**src/rtl/cluster_bus_isolate_ctrl.sv**
```systemverilog
`default_nettype none
// ============================================================================
// Module   : cluster_bus_isolate_ctrl
// Purpose  : Quiesce and throttle controller for one AXI link of the cluster
//            crossbar. Gates new AW/AR requests, counts outstanding write and
//            read transactions, and on request drains the link and reports it
//            isolated so it can be clock-gated, reset or reconfigured. Only the
//            valid/ready/last handshake signals pass through here; the payload
//            buses bypass the block.
// Ports    : clk_i, rst_ni (synchronous, active-low)
//            isolate_req_i                   level drain/isolate request
//            slv_aw_valid_i / slv_aw_ready_o upstream AW handshake
//            mst_aw_valid_o / mst_aw_ready_i downstream AW handshake
//            slv_ar_valid_i / slv_ar_ready_o upstream AR handshake
//            mst_ar_valid_o / mst_ar_ready_i downstream AR handshake
//            mst_b_valid_i, slv_b_ready_i    B handshake (observed only)
//            mst_r_valid_i, slv_r_ready_i,
//            mst_r_last_i                    R handshake (observed only)
//            isolated_o                      link quiescent and gated
//            busy_o                          any transaction outstanding
//            wr_cnt_o, rd_cnt_o              outstanding write/read counts
//            err_o                           sticky response-underflow flag
// Revision : 1.0 - initial release
// ============================================================================
module cluster_bus_isolate_ctrl #(
    parameter int unsigned MAX_OUTSTANDING = 8,
    parameter int unsigned CNT_WIDTH       = $clog2(MAX_OUTSTANDING + 1)
) (
    input  logic                 clk_i,
    input  logic                 rst_ni,
    input  logic                 isolate_req_i,
    // AW channel
    input  logic                 slv_aw_valid_i,
    output logic                 slv_aw_ready_o,
    output logic                 mst_aw_valid_o,
    input  logic                 mst_aw_ready_i,
    // AR channel
    input  logic                 slv_ar_valid_i,
    output logic                 slv_ar_ready_o,
    output logic                 mst_ar_valid_o,
    input  logic                 mst_ar_ready_i,
    // B channel (observed)
    input  logic                 mst_b_valid_i,
    input  logic                 slv_b_ready_i,
    // R channel (observed)
    input  logic                 mst_r_valid_i,
    input  logic                 slv_r_ready_i,
    input  logic                 mst_r_last_i,
    // Status
    output logic                 isolated_o,
    output logic                 busy_o,
    output logic [CNT_WIDTH-1:0] wr_cnt_o,
    output logic [CNT_WIDTH-1:0] rd_cnt_o,
    output logic                 err_o
);

    localparam logic [CNT_WIDTH-1:0] C_MAX_CNT = CNT_WIDTH'(MAX_OUTSTANDING);
    localparam logic [CNT_WIDTH-1:0] C_ONE     = CNT_WIDTH'(1);
    localparam logic [CNT_WIDTH-1:0] C_ZERO    = '0;

    localparam logic [1:0] S_IDLE     = 2'd0;
    localparam logic [1:0] S_DRAIN    = 2'd1;
    localparam logic [1:0] S_ISOLATED = 2'd2;

    logic [1:0]           r_state;
    logic [1:0]           w_state_next;
    logic [CNT_WIDTH-1:0] r_wr_cnt;
    logic [CNT_WIDTH-1:0] w_wr_cnt_next;
    logic [CNT_WIDTH-1:0] r_rd_cnt;
    logic [CNT_WIDTH-1:0] w_rd_cnt_next;
    logic                 r_aw_hold;
    logic                 r_ar_hold;
    logic                 r_err;

    logic w_aw_en;
    logic w_ar_en;
    logic w_aw_hs;
    logic w_ar_hs;
    logic w_b_hs;
    logic w_r_last_hs;
    logic w_wr_underflow;
    logic w_rd_underflow;
    logic w_link_empty;

    // ------------------------------------------------------------------------
    // Request gating. A request already presented downstream (hold flag) must
    // stay valid until it handshakes, regardless of state or limit.
    // ------------------------------------------------------------------------
    assign w_aw_en = r_aw_hold | ((r_state == S_IDLE) & (r_wr_cnt < C_MAX_CNT));
    assign w_ar_en = r_ar_hold | ((r_state == S_IDLE) & (r_rd_cnt < C_MAX_CNT));

    assign mst_aw_valid_o = slv_aw_valid_i & w_aw_en;
    assign slv_aw_ready_o = mst_aw_ready_i & w_aw_en;
    assign mst_ar_valid_o = slv_ar_valid_i & w_ar_en;
    assign slv_ar_ready_o = mst_ar_ready_i & w_ar_en;

    assign w_aw_hs     = mst_aw_valid_o & mst_aw_ready_i;
    assign w_ar_hs     = mst_ar_valid_o & mst_ar_ready_i;
    assign w_b_hs      = mst_b_valid_i & slv_b_ready_i;
    assign w_r_last_hs = mst_r_valid_i & slv_r_ready_i & mst_r_last_i;

    // ------------------------------------------------------------------------
    // Outstanding counters. A simultaneous increment and decrement cancels,
    // so no underflow is flagged in that case even from zero.
    // ------------------------------------------------------------------------
    always_comb begin
        w_wr_cnt_next  = r_wr_cnt;
        w_wr_underflow = 1'b0;
        if (w_aw_hs && !w_b_hs) begin
            w_wr_cnt_next = r_wr_cnt + C_ONE;
        end else if (!w_aw_hs && w_b_hs) begin
            if (r_wr_cnt == C_ZERO) begin
                w_wr_underflow = 1'b1;
            end else begin
                w_wr_cnt_next = r_wr_cnt - C_ONE;
            end
        end
    end

    always_comb begin
        w_rd_cnt_next  = r_rd_cnt;
        w_rd_underflow = 1'b0;
        if (w_ar_hs && !w_r_last_hs) begin
            w_rd_cnt_next = r_rd_cnt + C_ONE;
        end else if (!w_ar_hs && w_r_last_hs) begin
            if (r_rd_cnt == C_ZERO) begin
                w_rd_underflow = 1'b1;
            end else begin
                w_rd_cnt_next = r_rd_cnt - C_ONE;
            end
        end
    end

    // Nothing outstanding, nothing pending downstream, nothing starting now.
    assign w_link_empty = (r_wr_cnt == C_ZERO) & (r_rd_cnt == C_ZERO) &
                          ~r_aw_hold & ~r_ar_hold & ~w_aw_hs & ~w_ar_hs;

    // ------------------------------------------------------------------------
    // Isolation state machine
    // ------------------------------------------------------------------------
    always_comb begin
        w_state_next = r_state;
        case (r_state)
            S_IDLE: begin
                if (isolate_req_i) begin
                    w_state_next = S_DRAIN;
                end
            end
            S_DRAIN: begin
                if (!isolate_req_i) begin
                    w_state_next = S_IDLE;
                end else if (w_link_empty) begin
                    w_state_next = S_ISOLATED;
                end
            end
            S_ISOLATED: begin
                // A stray response here only raises err_o; the state holds.
                if (!isolate_req_i) begin
                    w_state_next = S_IDLE;
                end
            end
            default: begin
                w_state_next = S_IDLE;
            end
        endcase
    end

    always_ff @(posedge clk_i) begin
        if (!rst_ni) begin
            r_state   <= S_IDLE;
            r_wr_cnt  <= C_ZERO;
            r_rd_cnt  <= C_ZERO;
            r_aw_hold <= 1'b0;
            r_ar_hold <= 1'b0;
            r_err     <= 1'b0;
        end else begin
            r_state   <= w_state_next;
            r_wr_cnt  <= w_wr_cnt_next;
            r_rd_cnt  <= w_rd_cnt_next;
            r_aw_hold <= mst_aw_valid_o & ~mst_aw_ready_i;
            r_ar_hold <= mst_ar_valid_o & ~mst_ar_ready_i;
            r_err     <= r_err | w_wr_underflow | w_rd_underflow;
        end
    end

    assign isolated_o = (r_state == S_ISOLATED);
    assign busy_o     = (r_wr_cnt != C_ZERO) | (r_rd_cnt != C_ZERO);
    assign wr_cnt_o   = r_wr_cnt;
    assign rd_cnt_o   = r_rd_cnt;
    assign err_o      = r_err;

endmodule
`default_nettype wire

```
**config.mk**
```make
export PLATFORM = sky130hd
export DESIGN_NAME = cluster_bus_isolate_ctrl
export DESIGN_NICKNAME = d
export VERILOG_FILES = /design/src/rtl/cluster_bus_isolate_ctrl.sv
export SDC_FILE = /design/constraint.sdc
export NUM_CORES = 1
export LEC_CHECK = 0
export CAP_MARGIN = 20
export CORE_AREA = 2 2 49 51
export CTS_BUF_LIST = sky130_fd_sc_hd__clkbuf_4 sky130_fd_sc_hd__clkbuf_8 sky130_fd_sc_hd__clkbuf_16
export CTS_CLUSTER_SIZE = 20
export DETAILED_ROUTE_END_ITERATION = 10
export DIE_AREA = 0 0 51 53
export PLACE_DENSITY = 0.67
export SYNTH_ARGS = -nofsm -noshare
export SYNTH_HDL_FRONTEND = slang
export SYNTH_SLANG_ARGS = --single-unit
```
**constraint.sdc**
```tcl
create_clock -name clk_i -period 5.1 [get_ports clk_i]
set_input_delay 0.765 -clock clk_i [delete_from_list [all_inputs] [get_ports clk_i]]
set_output_delay 0.765 -clock clk_i [all_outputs]
set_load 0.02 [all_outputs]
```
==> key figures, run 1 <==
Outcome
  – Outcome: finished clean

Worst setup path
  – Crit. End Element: primary output
  – Worst path cell trace: clkdlybuf4s50_1 > nor2b_1 > clkdlybuf4s50_1
  – CP startpoint: slv_ar_valid_i
  – R2R cell count: 11
  – CP delay by family, top: buffers and inverters
  – RR Startpoint: wr_cnt_o[3]
  – R2R Setup Slk: 2.75 ns
  – Capturing point of the worst reg2reg path: wr_cnt_o[3]
  – CP bufs+invs: 2
  – Worst setup SP type: input pin
  – Critical Path End: mst_ar_valid_o
  – Type of the worst setup path: input pin to primary output
  – Most used cell, CP: clkdlybuf4s50_1
  – Max FO, Critical Path: 4
  – Worst EP arrival: 2.07 ns
  – WP data required: approximately 4.3 ns
  – Delay of the slowest critical-path stage: between 0.6 and 0.7 ns
  – Slowest cell on the critical path: clkdlybuf4s50_1
  – Levels on crit path: 3

STA
  – Clock Skew: 0.00192 ns
  – Final Cycle Share: 55.7%
  – Hold WS: approximately 0.55 ns
  – Final setup fails: 0
  – Worst Tran Pin Value: 0.504 ns
  – Unrepaired setup endpoints after global routing: false
  – Count of pins over their slew limit: 0
  – Hold Vio Cnt, Final: 0
  – Final setup TNS: 0 ns
  – Slew margin rel.: 66.3%
  – Fmax: 352 MHz
  – Final min period: 2.84 ns

Power and ir drop
  – PD cells: 508 nW/um^2
  – Leak: 0.512 nW
  – Worst VDD drop: 0.318 mV
  – Tot Pwr: between 0.5 and 0.6 mW

Detailed routing
  – Via count: 737
  – Vias per cell: 5.01
  – Drt total wl: 1720 um
  – WL/cell: roughly 12 um
  – Residual DRC: 0
  – Initial DRC count: 0
  – Initial DRT Pass Iterations: 1
  – DRT antenna net count: 0

GRT
  – Largest net degree at the start of global routing: 16
  – Global Route Usage Sum: 15.1%
  – Total gr overflow: 0
  – First-pass GRT wire length: between 3000 and 4000 um
  – Initial antenna violation count: 0
  – Vias in the first global route: roughly 700

Synth
  – Top FF cell, synth: dfxtp_1
  – Async set-or-reset flop fraction in the synthesized netlist: 0%
  – Post-synthesis adder-cell area fraction: 16.8%
  – Cell with the most instances after synthesis: dfxtp_1
  – Sequential area share after synthesis: approximately 31%
  – EDFF count, synth: 0
  – Syn Inst Count: 90
  – Simple-gate share of the synthesized area: 29.4%
  – Cells taking the most area after synthesis: dfxtp_1 31%, ha_1 12%, nand2_1 5.4%, nor4_4 5.1%, fa_1 4.8%
  – Fraction of synthesized area in multiplexers: 2.40%
  – Synthesized Nets: 112
  – Top-area cell type share of the netlist area: 31.2%
  – Yosys reg bits: 13
  – Yosys top cell by area: dfxtp_1
  – Synth Cell Area: roughly 830 sq um
  – Synth top cells by count: 13 x dfxtp_1, 12 x nand2_1, 8 x ha_1
  – Syn_area_per_cell: 9.26 sq um
  – Ys Warns: 0
  – Compound-cell area share of the yosys netlist: 13.7%
  – Synth cell types: 25
  – Synth Area in XOR/XNOR: 4.20%
  – Main combinational cell family by area after synthesis: simple AND/OR/NAND/NOR gates

Place
  – Hpwl dp: 1390 um
  – Placed Instances: 143
  – Placer Congestion: 0.774
  – Port Buffers: 26

Floorplan
  – Die Span Y: 53 um
  – Row count: 17
  – Die Width: a little over 50 um
  – Core ar.: about 2100 sq um
  – Initial core utilization: 38.8%
  – Die Area: ~2700 sq um
  – I/O pin cnt: 27

Finish
  – Fin util: 53.8%
  – Area delta synth->final: 38.6%
  – Antenna diode count: 0
  – Fin cells: 147
  – Fin nets: 142
  – Share of post-route cells with drive strength above 1: 6.72%
  – # fillers: 201

CTS
  – # resized after CTS: 0
  – Worst-path clk slew: 0.07 ns
  – Root cell of the clock tree: clkbuf_4
  – Worst skew pair latency: roughly 0.27 ns
  – Hold-fix buffers, CTS: 0
  – CTS H-Tree Depth: 1
  – Clock Tree Buf Depth: 2
  – Total CTS buffers: 3
  – TritonCTS clock tree: done
  – Clock sinks: 13
  – # Post-CTS Setup Buffers: 0

Min path
  – Hold Crit Depth: 2
  – Min-delay worst type: flip-flop to flip-flop

Job
  – Max-cap violations: 0
[layer usage]
| layer | GRT usage (%) | wire, um | up-vias |
|---|---|---|---|
| met4 | 8.11 | 29 | 0 |
| met1 | 17.2 | 757 | 332 |
| met5 | 0 | 0 | - |
| met2 | 26.4 | 831 | 22 |
| li1 | - | - | 379 |
| met3 | 3.11 | 100 | 4 |
[per-stage QoR]
step                area [sq um]  worst slack, ns
floorplan                    833             2.48
global placement            1120             2.16
detailed placement          1120             2.10
CTS                         1150             2.24
global route                1150             2.17
finish                      1150             2.26
[power breakdown]
group / internal (mW) / switching [mW]
logic: 0.172 / 0.174
registers: 0.128 / 0.0433
clock network: 0.0356 / 0.0327
[layout make-up]
cell class	instances	area, sq um	area share, %
clock buffer	4	30.0	2.60
multi-input combinational	72	554	48.0
tap	28	35.0	3.03
timing repair buffer	26	260	22.5
sequential	13	260	22.5
inverter	4	15.0	1.30
[cells in the final DEF (no fill, tap or decap), types with 2 or more instances in the layout]
master | synthesis | routed
a211oi_1 | 2 | 2
a21boi_0 | 3 | 3
a21oi_1 | 2 | 2
a21oi_2 | 2 | 2
a31oi_1 | 3 | 3
and2_1 | 4 | 4
and3b_1 | 2 | 2
clkbuf_4 | 0 | 4
clkdlybuf4s50_1 | 0 | 26
dfxtp_1 | 13 | 13
fa_1 | 2 | 2
ha_1 | 8 | 8
inv_1 | 4 | 4
mux2i_1 | 2 | 2
nand2_1 | 12 | 12
nand2b_1 | 2 | 2
nand3_1 | 4 | 4
nor2_1 | 4 | 4
nor2b_1 | 5 | 5
nor3_1 | 4 | 4
nor4_4 | 2 | 2
o211a_1 | 3 | 3
xnor2_1 | 2 | 2
xor2_1 | 2 | 2
[logic make-up after synthesis]
family | Yosys count
XOR/XNOR | 4
AO/OA/AOI/OAI | 15
flip-flops | 13
buffers and inverters | 5
adder cells (fa/ha/maj) | 10
AND/OR/NAND/NOR | 41
multiplexers | 2
[worst min path at each step]
stage                     start     endpoint  slack [ns]
floorplan            r_state[1]   r_state[1]        0.56
global placement          err_o        err_o        0.52
detailed placement  wr_cnt_o[3]  wr_cnt_o[3]        0.55
CTS                 wr_cnt_o[3]  wr_cnt_o[3]        0.57
global route        wr_cnt_o[3]  wr_cnt_o[3]        0.60
finish              rd_cnt_o[3]  rd_cnt_o[3]        0.55
[flip-flops by register name, summed over array words and instances, names as in the netlist]
register   count
rd_cnt_o       4
err_o          1
r_ar_hold      1
r_state        2
r_aw_hold      1
wr_cnt_o       4
[worst register-to-register path, cell delays in order (launching register included)]
cell and delay (ns):
dfxtp_1 0.37, nor3_1 0.19, nor2_1 0.08, nor2b_1 0.20, and2_1 0.16, ha_1 0.16
inv_1 0.12, ha_1 0.35, a21oi_1 0.20, a211oi_1 0.10, a31oi_1 0.18, mux2i_1 0.19
Note: power is estimated with default switching activity, not from simulation.
==> inputs of run 2 (changes only) <==
--- a/config.mk
+++ b/config.mk
@@ -11,7 +11,7 @@
 export CTS_CLUSTER_SIZE = 20
 export DETAILED_ROUTE_END_ITERATION = 10
 export DIE_AREA = 0 0 51 53
-export PLACE_DENSITY = 0.67
+export PLACE_DENSITY = 0.69
 export SYNTH_ARGS = -nofsm -noshare
 export SYNTH_HDL_FRONTEND = slang
 export SYNTH_SLANG_ARGS = --single-unit
==> constraint.sdc (replaced) <==
create_clock -name clk_i -period 2.6 [get_ports clk_i]
set_input_delay 0.39 -clock clk_i [delete_from_list [all_inputs] [get_ports clk_i]]
set_output_delay 0.39 -clock clk_i [all_outputs]
set_load 0.02 [all_outputs]
==> run 2 against run 1 <==
  * Core utilization rose by 0.70 points
  * Cell count rose by 1.4%
  * Die area did not move
==> key figures, run 2 (synthesis results as in run 1) <==
Detailed routing
  – WL/cell: 11.9 um (+1.8%)
  – Residual DRC: 0 (unchanged)
  – DRT antenna net count: 0 (unchanged)
  – Drt total wl: 1770 um (+3.1%)
  – Vias per cell: 5.06 (+0.93%)
  – Initial DRC count: 5 (+5)
  – Via count: 754 (+2.3%)
  – Initial DRT Pass Iterations: 4 (+3)

Place
  – Port Buffers: 26 (unchanged)
  – Placer Congestion: 0.773 (-0.19%)
  – Hpwl dp: 1410 um (+1.4%)

Power and ir drop
  – Combinational share of power: 59.4% (+0.3 points)
  – Switching power: 0.499 mW (+100%)
  – Tot Pwr: 1.17 mW (+99%)
  – Power Internal: 0.670 mW (+99%)
  – Sequential share of power: 29.2% (about the same)
  – Switch share: 42.7% (+0.050 points)
  – Worst VDD drop: 0.650 mV (+100%)
  – Clock share of power: 11.4% (-0.3 points)
  – PD cells: 999 nW/um^2 (+97%)
  – Leak: 0.522 nW (+1.9%)

Finish
  – Fin nets: 144 (+1.4%)
  – Area delta synth->final: 40.4%
  – Most common cell after layout, fill and taps aside: clkdlybuf4s50_1
  – Most frequent cells in the layout: 26 x clkdlybuf4s50_1, 13 x dfxtp_1, 12 x nand2_1
  – Antenna diode count: 0 (unchanged)
  – Share of post-route cells with drive strength above 1: 8.26% (+1.5 points)

GRT
  – Largest net degree at the start of global routing: 16 (unchanged)
  – Vias in the first global route: 748 (+6.4%)
  – Global Route Usage Sum: 14.9% (-0.26 points)
  – First-pass GRT wire length: 3060 um (-0.23%)
  – Total gr overflow: 0 (unchanged)
  – Initial antenna violation count: 0 (unchanged)

Floorplan
  – Die Span Y: 53 um (unchanged)
  – Row count: 17 (unchanged)
  – I/O pin cnt: 27 (unchanged)
  – Core ar.: 2150 sq um (unchanged)
  – Die Width: 51 um (unchanged)
  – Die Area: 2700 sq um (unchanged)
  – Initial core utilization: 38.8% (unchanged)

CTS
  – CTS H-Tree Depth: 1 (unchanged)
  – # Post-CTS Setup Buffers: 0 (unchanged)
  – Clock Tree Buf Depth: 2 (unchanged)
  – Worst skew pair latency: 0.27 ns (about the same)
  – TritonCTS clock tree: done
  – # resized after CTS: 0 (unchanged)
  – Hold-fix buffers, CTS: 0 (unchanged)
  – Clock sinks: 13 (unchanged)
  – Total CTS buffers: 3 (unchanged)
  – Root cell of the clock tree: clkbuf_4
  – Worst-path clk slew: 0.08 ns (about the same)

Worst setup path
  – Type of the worst setup path: flip-flop to flip-flop
  – Worst setup SP type: flip-flop
  – Max FO, Critical Path: 6 (+2)
  – Crit. End Element: flip-flop
  – WP data required: 2.80 ns (-1.54 ns)
  – Worst EP arrival: 2.54 ns (+0.47 ns)

STA
  – Clock Skew: 0.00255 ns (+0.000629 ns)
  – Count of pins over their slew limit: 0 (unchanged)
  – Final setup TNS: 0 ns (unchanged)
  – Unrepaired setup endpoints after global routing: false
  – Final Cycle Share: 90.1%
  – Hold Vio Cnt, Final: 0 (unchanged)
  – Final min period: around 2.3 ns
  – Slew margin rel.: 66.6% (+0.30 points)
  – Final setup fails: 0 (unchanged)
  – Worst Tran Pin Value: 0.499 ns (-0.00452 ns)
  – Fmax: 427 MHz

Job
  – Max-cap violations: 0 (unchanged)

Outcome
  – Outcome: finished clean

Min path
  – Min-delay worst type: flip-flop to flip-flop
==> run 2: worst max-delay path: stages (launching register included) <==
cell      delay, ns
dfxtp_1        0.46
nor3_1         0.08
nor2_1         0.15
nor2b_1        0.08
and2_1         0.16
ha_1           0.20
inv_1          0.18
ha_1           0.30
a21oi_1        0.19
a211oi_1       0.10
a31oi_1        0.18
mux2i_1        0.20
==> run 2: worst paths after layout <==
kind,from,endpoint,cells after the start,slack [ns]
worst max register to register,rd_cnt_o[3],rd_cnt_o[3],11,0.26
worst min-delay path,wr_cnt_o[3],wr_cnt_o[3],2,0.56
worst min register to register,wr_cnt_o[3],wr_cnt_o[3],2,0.56
worst max-delay path,rd_cnt_o[3],rd_cnt_o[3],11,0.26
==> run 2: cell type report <==
class	instances	area, sq um
sequential	13	260
multi-input combinational	72	554
inverter	4	15.0
timing repair buffer	28	275
clock buffer	4	30.0
tap	28	35.0
fill	220	978
==> run 2: power by group through the flow <==
stage	sequential (mW)	clock (mW)	combinational, mW
6_report	0.341	0.133	0.695
5_1_grt	0.352	0.147	0.758
4_1_cts	0.342	0.138	0.704
3_5_place_dp	0.345	0	0.701
3_3_place_gp	0.344	0	0.685
2_1_floorplan	0.384	0	0.388
==> run 2: layer usage <==
| layer | track usage [%] | routed length (um) |
|---|---|---|
| met5 | 0 | 0 |
| met4 | 4.05 | 8 |
| met3 | 2.82 | 105 |
| met2 | 26.0 | 822 |
| met1 | 18.6 | 838 |
==> run 2: stage by stage <==
step	instance area, sq um	hold WS [ns]	worst slack [ns]	utilization [%]	cells
after floorplan	833	0.538	0.0959	-	90
after global placement	1140	0.532	0.126	53.1	145
after detailed placement	1140	0.551	0.0851	53.1	145
after CTS	1170	0.566	0.241	54.5	149
after global routing	1170	0.594	0.0203	54.5	149
final	1170	0.563	0.257	54.5	149
==> inputs of run 3 (changes only) <==
--- a/config.mk
+++ b/config.mk
@@ -11,6 +11,8 @@
 export CTS_CLUSTER_SIZE = 20
 export DETAILED_ROUTE_END_ITERATION = 10
 export DIE_AREA = 0 0 51 53
+export GPL_ROUTABILITY_DRIVEN = 0
+export MAX_ROUTING_LAYER = met4
 export PLACE_DENSITY = 0.69
 export SYNTH_ARGS = -nofsm -noshare
 export SYNTH_HDL_FRONTEND = slang
==> run 3 against run 2 <==
  * Total power about the same
  * Sequential share of layout area is the same
  * Die area is the same
  * Flip-flop and latch count did not move
  * Via count down 0.13%
  * Wire length hardly changed
  * First-iteration DRC count did not move
  * Clock power hardly changed
  * Worst setup slack unchanged
  * Highest routed layer unchanged
==> key figures, run 3 (synthesis results as in run 1) <==
Outcome
  – Outcome: finished clean

Worst setup path
  – R2R cell count: 11 (unchanged)
  – Worst EP arrival: 2.54 ns (about the same)
  – Type of the worst setup path: flip-flop to flip-flop
  – Worst setup SP type: flip-flop
  – WP data required: 2.80 ns (about the same)
  – Max FO, Critical Path: 6 (unchanged)
  – Crit. End Element: flip-flop

Floorplan
  – Die Width: 51 um (unchanged)
  – Core ar.: 2150 sq um (unchanged)
  – Die Area: 2700 sq um (unchanged)
  – I/O pin cnt: 27 (unchanged)
  – Initial core utilization: 38.8% (unchanged)
  – Row count: 17 (unchanged)
  – Die Span Y: 53 um (unchanged)

GRT
  – Vias in the first global route: 749 (+0.13%)
  – Initial antenna violation count: 0 (unchanged)
  – First-pass GRT wire length: 3070 um (+0.23%)
  – Global Route Usage Sum: 15.2% (+0.39 points)
  – Largest net degree at the start of global routing: 16 (unchanged)
  – Total gr overflow: 0 (unchanged)

CTS
  – Clock sinks: 13 (unchanged)
  – Hold-fix buffers, CTS: 0 (unchanged)
  – TritonCTS clock tree: done
  – CTS H-Tree Depth: 1 (unchanged)
  – Worst skew pair latency: 0.27 ns (about the same)
  – Total CTS buffers: 3 (unchanged)
  – # Post-CTS Setup Buffers: 0 (unchanged)
  – Worst-path clk slew: 0.08 ns (about the same)
  – Clock Tree Buf Depth: 2 (unchanged)
  – Root cell of the clock tree: clkbuf_4
  – # resized after CTS: 0 (unchanged)

STA
  – Worst Tran Pin Value: 0.499 ns (-0.000195 ns)
  – Clock Skew: 0.00193 ns (-0.000619 ns)
  – Slew margin rel.: 66.6% (about the same)
  – Hold Vio Cnt, Final: 0 (unchanged)
  – Fmax: 427 MHz (unchanged)
  – Final min period: 2.34 ns (unchanged)
  – Hold WS: 0.562 ns (-0.000129 ns)
  – Final setup TNS: 0 ns (unchanged)
  – Unrepaired setup endpoints after global routing: false
  – Count of pins over their slew limit: 0 (unchanged)
  – Final setup fails: 0 (unchanged)
  – Final WS setup: 0.257 ns (unchanged)
  – Final Cycle Share: 90.1% (unchanged)

Finish
  – Multi-input combinational cell area: 554 sq um (unchanged)
  – # fillers: 220 (unchanged)
  – Most common cell after layout, fill and taps aside: clkdlybuf4s50_1
  – Seq. cell area: 260 sq um (unchanged)
  – Fin cells: 149 (unchanged)
  – Share of post-route cells with drive strength above 1: 8.26% (unchanged)
  – Antenna diode count: 0 (unchanged)
  – Most frequent cells in the layout: 26 x clkdlybuf4s50_1, 13 x dfxtp_1, 12 x nand2_1
  – Fin nets: 144 (unchanged)
  – Area delta synth->final: 40.4% (unchanged)

Detailed routing
  – Residual DRC: 0 (unchanged)
  – Drt total wl: 1780 um (about the same)
  – WL/cell: 11.9 um (about the same)
  – Vias per cell: 5.05 (-0.13%)
  – DRT antenna net count: 0 (unchanged)
  – Initial DRC count: 5 (unchanged)
  – Via count: 753 (-0.13%)
  – Initial DRT Pass Iterations: 4 (unchanged)

Power and ir drop
  – Worst VDD drop: 0.649 mV (-0.11%)
  – Leak: 0.522 nW (unchanged)
  – Tot Pwr: 1.17 mW (about the same)
  – PD cells: 999 nW/um^2 (about the same)

Place
  – Placed Instances: 145 (unchanged)
  – Hpwl dp: 1410 um (unchanged)
  – DP Worst Slack: 0.0851 ns (unchanged)
  – Port Buffers: 26 (unchanged)

Job
  – Max-cap violations: 0 (unchanged)

Min path
  – Min-delay worst type: flip-flop to flip-flop
  – Hold Crit Depth: 2 (unchanged)
==> run 3: cell counts in the layout (fill, tap and decap cells not counted) <==
No cell type changed its count.
==> run 3: path summary, 6_finish.rpt <==
check              startpoint     endpoint  slack, ns
setup / recovery  rd_cnt_o[3]  rd_cnt_o[3]       0.26
hold / removal    wr_cnt_o[3]  wr_cnt_o[3]       0.56
setup reg to reg  rd_cnt_o[3]  rd_cnt_o[3]       0.26
hold reg to reg   wr_cnt_o[3]  wr_cnt_o[3]       0.56
==> run 3: power breakdown <==
part           switching (mW)  internal (mW)  total (mW)
Clock                  0.0632         0.0698       0.133
Combinational           0.347          0.348       0.695
Sequential             0.0890          0.252       0.341
Total                   0.499          0.670        1.17
==> run 3: final cells by class <==
cell class,count,share of cell area (%)
clock buffer,4,2.57
inverter,4,1.28
multi-input combinational,72,47.4
sequential,13,22.2
tap,28,2.99
timing repair buffer,28,23.5
==> run 3: stage by stage <==
step / utilization, % / area, sq um
after detailed placement: 53.1 / 1140
after global placement: 53.1 / 1140
after CTS: 54.5 / 1170
final: 54.5 / 1170
after global routing: 54.5 / 1170
after floorplan: - / 833
==> run 3: routing by layer <==
metal	global-route usage (%)	wire, um	vias to the layer above	share of wire, %
met3	2.82	105	2	5.9
met2	26.0	822	25	46
met1	18.6	839	342	47
met5	-	0	-	0
li1	-	-	384	-
met4	4.05	8	0	0.45
==> run 3: worst max-delay path: stages, from the launching register on <==
cell,delay (ns)
dfxtp_1,0.46
nor3_1,0.08
nor2_1,0.15
nor2b_1,0.08
and2_1,0.16
ha_1,0.20
inv_1,0.18
ha_1,0.30
a21oi_1,0.19
a211oi_1,0.10
a31oi_1,0.18
mux2i_1,0.20
